**src/rtl/iir_deemph_pkg.sv**
```systemverilog
// Shared definitions for the audio chain: stage FSM states, quantization defaults
// and the dequantize helper used by the FIR, demod, gain and de-emphasis stages.
package iir_deemph_pkg;

  typedef enum logic [1:0] {
    S_READ  = 2'd0,
    S_MUL   = 2'd1,
    S_SUM   = 2'd2,
    S_WRITE = 2'd3
  } state_t;

  localparam int DEF_BITS = 10;

  // De-emphasis coefficients in Q(BITS); a1 already carries the feedback sign.
  localparam logic [31:0] DEF_X_COEFF0 = 32'h000000B2;
  localparam logic [31:0] DEF_X_COEFF1 = 32'h000000B2;
  localparam logic [31:0] DEF_Y_COEFF1 = 32'h0000029C;

  // Products of samples up to 64 bits wide are dequantized at this width.
  localparam int DQ_W = 128;

  // Arithmetic right shift by bits, rounding toward zero.
  function automatic logic signed [DQ_W-1:0] dq(input logic signed [DQ_W-1:0] p,
                                                input int bits);
    logic signed [DQ_W-1:0] bias;
    bias = (DQ_W'(1) <<< bits) - DQ_W'(1);
    if (p[DQ_W-1]) begin
      dq = (p + bias) >>> bits;
    end else begin
      dq = p >>> bits;
    end
  endfunction

endpackage

```
**src/rtl/iir_deemph.sv**
```systemverilog
// First-order IIR de-emphasis stage between two FIFOs:
// y[n] = DQ(b0*x[n]) + DQ(b1*x[n-1]) + DQ(a1*y[n-1]), one sample per four cycles.
module iir_deemph
  import iir_deemph_pkg::*;
#(
  parameter int                            DATA_WIDTH = 32,
  parameter int                            BITS       = DEF_BITS,
  parameter logic signed [DATA_WIDTH-1:0]  X_COEFF0   = DATA_WIDTH'(DEF_X_COEFF0),
  parameter logic signed [DATA_WIDTH-1:0]  X_COEFF1   = DATA_WIDTH'(DEF_X_COEFF1),
  parameter logic signed [DATA_WIDTH-1:0]  Y_COEFF1   = DATA_WIDTH'(DEF_Y_COEFF1)
) (
  input  logic                  clock,
  input  logic                  reset,
  output logic                  in_rd_en,
  input  logic                  in_empty,
  input  logic [DATA_WIDTH-1:0] in_dout,
  output logic                  out_wr_en,
  input  logic                  out_full,
  output logic [DATA_WIDTH-1:0] out_din
);

  localparam int PROD_W = 2 * DATA_WIDTH;

  state_t state_reg;
  state_t state_next;

  logic signed [DATA_WIDTH-1:0] x_reg;
  logic signed [DATA_WIDTH-1:0] x1_reg;
  logic signed [DATA_WIDTH-1:0] y_reg;
  logic signed [DATA_WIDTH-1:0] y1_reg;
  logic signed [PROD_W-1:0]     p0_reg;
  logic signed [PROD_W-1:0]     p1_reg;
  logic signed [PROD_W-1:0]     p2_reg;

  always_ff @(posedge clock) begin
    if (reset) begin
      state_reg <= S_READ;
    end else begin
      state_reg <= state_next;
    end
  end

  always_comb begin
    state_next = state_reg;
    case (state_reg)
      S_READ:  if (!in_empty) state_next = S_MUL;
      S_MUL:   state_next = S_SUM;
      S_SUM:   state_next = S_WRITE;
      S_WRITE: if (!out_full) state_next = S_READ;
      default: state_next = S_READ;
    endcase
  end

  // Handshakes are gated by reset so nothing leaves the block while it is held.
  always_comb begin
    in_rd_en  = 1'b0;
    out_wr_en = 1'b0;
    out_din   = '0;
    if (!reset) begin
      in_rd_en  = (state_reg == S_READ) && !in_empty;
      out_wr_en = (state_reg == S_WRITE) && !out_full;
      if (out_wr_en) begin
        out_din = y_reg;
      end
    end
  end

  always_ff @(posedge clock) begin
    if (reset) begin
      x_reg  <= '0;
      x1_reg <= '0;
      y_reg  <= '0;
      y1_reg <= '0;
      p0_reg <= '0;
      p1_reg <= '0;
      p2_reg <= '0;
    end else begin
      case (state_reg)
        S_READ: begin
          if (!in_empty) begin
            x_reg <= in_dout;
          end
        end
        S_MUL: begin
          p0_reg <= PROD_W'(x_reg)  * PROD_W'(X_COEFF0);
          p1_reg <= PROD_W'(x1_reg) * PROD_W'(X_COEFF1);
          p2_reg <= PROD_W'(y1_reg) * PROD_W'(Y_COEFF1);
        end
        S_SUM: begin
          // Sum wraps to the sample width; no saturation.
          y_reg <= DATA_WIDTH'(dq(DQ_W'(p0_reg), BITS)
                             + dq(DQ_W'(p1_reg), BITS)
                             + dq(DQ_W'(p2_reg), BITS));
        end
        S_WRITE: begin
          // History advances only when the output actually leaves.
          if (!out_full) begin
            x1_reg <= x_reg;
            y1_reg <= y_reg;
          end
        end
        default: ;
      endcase
    end
  end

endmodule

```
**config.mk**
```make
export PLATFORM = sky130hd
export DESIGN_NAME = iir_deemph
export DESIGN_NICKNAME = d
export VERILOG_FILES = /design/src/rtl/iir_deemph_pkg.sv /design/src/rtl/iir_deemph.sv
export SDC_FILE = /design/constraint.sdc
export NUM_CORES = 1
export LEC_CHECK = 0
export BUFFER_PORTS_ARGS = -buffer_cell sky130_fd_sc_hd__buf_2
export CORE_ASPECT_RATIO = 1.4
export CORE_MARGIN = 2
export CORE_UTILIZATION = 28
export CTS_CLUSTER_SIZE = 12
export DETAILED_ROUTE_END_ITERATION = 12
export GPL_ROUTABILITY_DRIVEN = 1
export MAX_ROUTING_LAYER = met4
export REMOVE_ABC_BUFFERS = 1
export SYNTH_ARGS = -nofsm -noshare
export SYNTH_HDL_FRONTEND = slang
export SYNTH_SLANG_ARGS = --single-unit
```
**constraint.sdc**
```tcl
create_clock -name clock -period 5.6 [get_ports clock]
set_clock_uncertainty 0.05 [all_clocks]
set_input_delay 0.84 -clock clock [delete_from_list [all_inputs] [get_ports clock]]
set_output_delay 0.84 -clock clock [all_outputs]
set_load 0.05 [all_outputs]
```
==> metrics.md <==
| Metric | Value |
|---|---|
| Critical Path Source | `y1_reg[8]` |
| Drt first pass iters | `5` |
| RSZ-0062 raised after global routing | `false` |
| Min-delay worst type | `flip-flop to flip-flop` |
| Most Used Layer, Global Route | `met2` |
| Synth unique cells | `between 70 and 80` |
| Dpl hpwl | `54.38 mm` |
| Congestion Overflow GR | `0` |
| Number of flops mapped to enable cells by yosys | `0` |
| CP Launch Type | `flip-flop` |
| Crit end category | `flip-flop` |
| Drt drc | `0` |
| Vias | `between 20000 and 25000` |
| Number of flip-flops in the largest register | `41` |
| Reg-to-Reg End | `p2_reg[42]` |
| Clk slew on worst S/H paths | `0.07 ns` |
| Setup Crit Path Kind | `flip-flop to flip-flop` |
| Vias in the first global route | `roughly 21000` |
| DRT iter0 DRCs | `782` |
| Synthesized flop and latch total | `251` |
| Initial antenna violation count | `2` |
| Global Route met2 Usage | `27.03%` |
| Internal power | `4.508 mW` |
| R2r startpoint | `y1_reg[8]` |
| Max cap viols | `0` |
| Tightest Pin Transition | `0.8685 ns` |
| Most frequent cells in the layout | `inv_1 (526), ha_1 (405), dfxtp_1 (251), fa_1 (243), nand2_1 (214)` |
| Peak Freq | `0.1922 GHz` |
| Final slew viol count | `0` |
| Power Density | `264.8 nW/um^2` |
| Worst-Skew Late Latency | `0.60 ns` |
| Ys flop type | `dfxtp_1` |
| Resize count post-CTS | `0` |
| Worst setup path end | `p2_reg[42]` |
| Reg2reg setup slack | `0.40 ns` |
| Core area | `between 90000 and 100000 um^2` |
| Fin nets | `3750` |
| Register area share after synthesis | `18.79%` |
| Site Rows | `134` |
| Slew HR | `42.10%` |
| Static Leak | `15.53 nW` |
| Arrival @ worst endpoint | `~5.5 ns` |
| Crit path max fanout | `6` |
| Biggest cell delay along the critical path | `0.56 ns` |
| Psw | `3.297 mW` |
| Met3 Use GR | `1.058%` |
| Clk root buf | `clkbuf_16` |
| CTS tree | `yes` |
| Maximum vdd drop | `~0.21 mV` |
| Hold_ws | `0.4208 ns` |
| Commonest non-fill, non-tap cell in the layout | `inv_1` |
| Final setup viols | `0` |
| Post-CTS Hold Fix Bufs | `0` |
| TNS Setup | `0 ns` |
| Final Cycle Share | `92.91%` |
| Post-CTS Setup Inserts | `0` |
| Worst-path cell chain | `fa_1 > ha_1 > inv_1 > fa_1 > fa_1 > inv_1 > ha_1 > o21ai_0 > o21a_1 > o31ai_1 > a211o_1 > a22oi_1 > o21ai_0 > a21oi_1 > mux2i_1 > o311ai_0` |
| First-pass GRT wire length | `about 110 mm` |
| IO Count | `70` |
| CTS buffer count | `29` |
| Final Cell Area | `29480 um^2` |
| Dpl cells | `4258` |
| Fill cell count | `9849` |
| Net Sw Frac | `a little over two fifths` |
| Path depth of the worst reg2reg path | `16` |
| Tmin final | `5.203 ns` |
| Final cell count without fillers | `~4300` |
| Vias per cell | `4.689` |
| Asr flop ratio synth | `0%` |
| WP data required | `approximately 6 ns` |
| Cell area after synthesis | `approximately 27000 um^2` |
| Clock Power Share | `24.9%` |
| GRT Resource Usage Total | `13.98%` |
| Final wirelength | `65.94 mm` |
| Synth-to-Final Area Change | `10.24%` |
| Syn avg cell area | `~8.9 um^2` |
| Die area | `roughly 98000 um^2` |
| Initial Utilization | `28.13%` |
| Die Y | `369.7 um` |
| Slowest CP cell | `fa_1` |
| Die Wd | `265.2 um` |
| Yosys warns | `0` |
| Final hold vios | `0` |
| Ratio of cells with drive above 1 in the final layout | `5.186%` |
| Sink Count | `251` |
| Placed cell area | `28540 um^2` |
| Most frequent CP cell | `fa_1` |
| Combinational power share | `45.4%` |
| PortBufs | `69` |
| ANT nets after route | `0` |
| RePlAce Congestion | `between 0.8 and 0.9` |
| Syn Inst Count | `3021` |
| Status | `complete, no violations` |
| DR WL/cell | `15.29 um` |
| Largest net degree at the start of global routing | `131` |
| Reg power frac | `29.7%` |
| H-Tree Depth | `1` |
| CTS Buffer Depth | `3` |
| M1 GR Usage | `14.65%` |
[worst min-delay path by stage]
stage                           from   endpoint  slack, ns  cells past startpoint
after floorplan            y_reg[29]  y_reg[29]       0.39                      2
after global placement     y_reg[12]  y_reg[12]       0.40                      2
after detailed placement   y_reg[12]  y_reg[12]       0.41                      2
after CTS                 in_dout[2]   x_reg[2]       0.40                      3
after global routing      in_dout[2]   x_reg[2]       0.43                      3
final                      y_reg[12]  y_reg[12]       0.42                      2
[routing by layer]
metal | vias to the layer above | wire [um]
met2 | 225 | 35750
met1 | 9699 | 26320
li1 | 10188 | -
met4 | 0 | 2346
met3 | 106 | 1524
met5 | - | 0
[kinds of logic (layout without fill, tap and decap cells)]
logic type	Yosys count	in the layout	synth area share (%)
AOI/OAI and AO/OA	543	543	13.66
DFF	251	251	18.79
and+or+nand+nor	690	690	12.20
adders and majority gates	649	649	37.19
buffers and inverters	607	671	8.548
other	0	3	0
xor gates and xnor gates	194	194	6.354
muxes	87	87	3.261
[cell usage after synthesis (36+ instances only)]
cell	count	area, um^2
inv_1	527	1978
ha_1	406	5080
dfxtp_1	251	5025
fa_1	243	4865
nand2_1	214	803.3
nor2_1	198	743.2
a21oi_1	147	735.7
a21o_1	108	810.8
xnor2_1	105	919.6
xor2_1	89	779.5
mux2i_1	86	860.8
o21ai_0	72	360.4
clkbuf_1	71	266.5
nand3_1	59	295.3
and2_1	45	281.5
a22o_1	36	315.3
[worst max-delay path: cells and delay by family, from the launching register on]
family | cells | cell delay (ns)
adder cells (fa/ha/maj) | 5 | 2.13
AO/OA/AOI/OAI | 8 | 2.01
flip-flops | 1 | 0.52
multiplexers | 1 | 0.16
buffers and inverters | 2 | 0.11
[power groups by stage]
stage | registers (mW) | logic, mW | clock network [mW]
6_report | 2.32 | 3.54 | 1.94
5_1_grt | 2.36 | 4.04 | 2.07
3_5_place_dp | 2.36 | 3.58 | 0
2_1_floorplan | 2.24 | 2.72 | 0
4_1_cts | 2.32 | 3.59 | 2.01
3_3_place_gp | 2.36 | 3.53 | 0
[metrics by stage]
step           utilization, %  setup slack [ns]  power (mW)
3_5_place_dp            30.02            0.3405       5.939
4_1_cts                 31.00            0.2934       7.929
3_3_place_gp            30.02            0.3131       5.888
5_1_grt                 31.01           0.09636       8.465
6_report                31.01            0.3972       7.805
2_1_floorplan               -           -0.1279       4.962
[cell type report]
class	count	area [um^2]	area share, %
antenna	3	7.507	0.02546
timing repair buffer	93	544.3	1.846
tap	1224	1531	5.195
multi-input combinational	2163	19460	66.01
inverter	527	1978	6.710
clock inverter	14	157.7	0.5348
sequential	251	5025	17.04
clock buffer	37	775.7	2.631
Note: power is estimated with default switching activity, not from simulation.
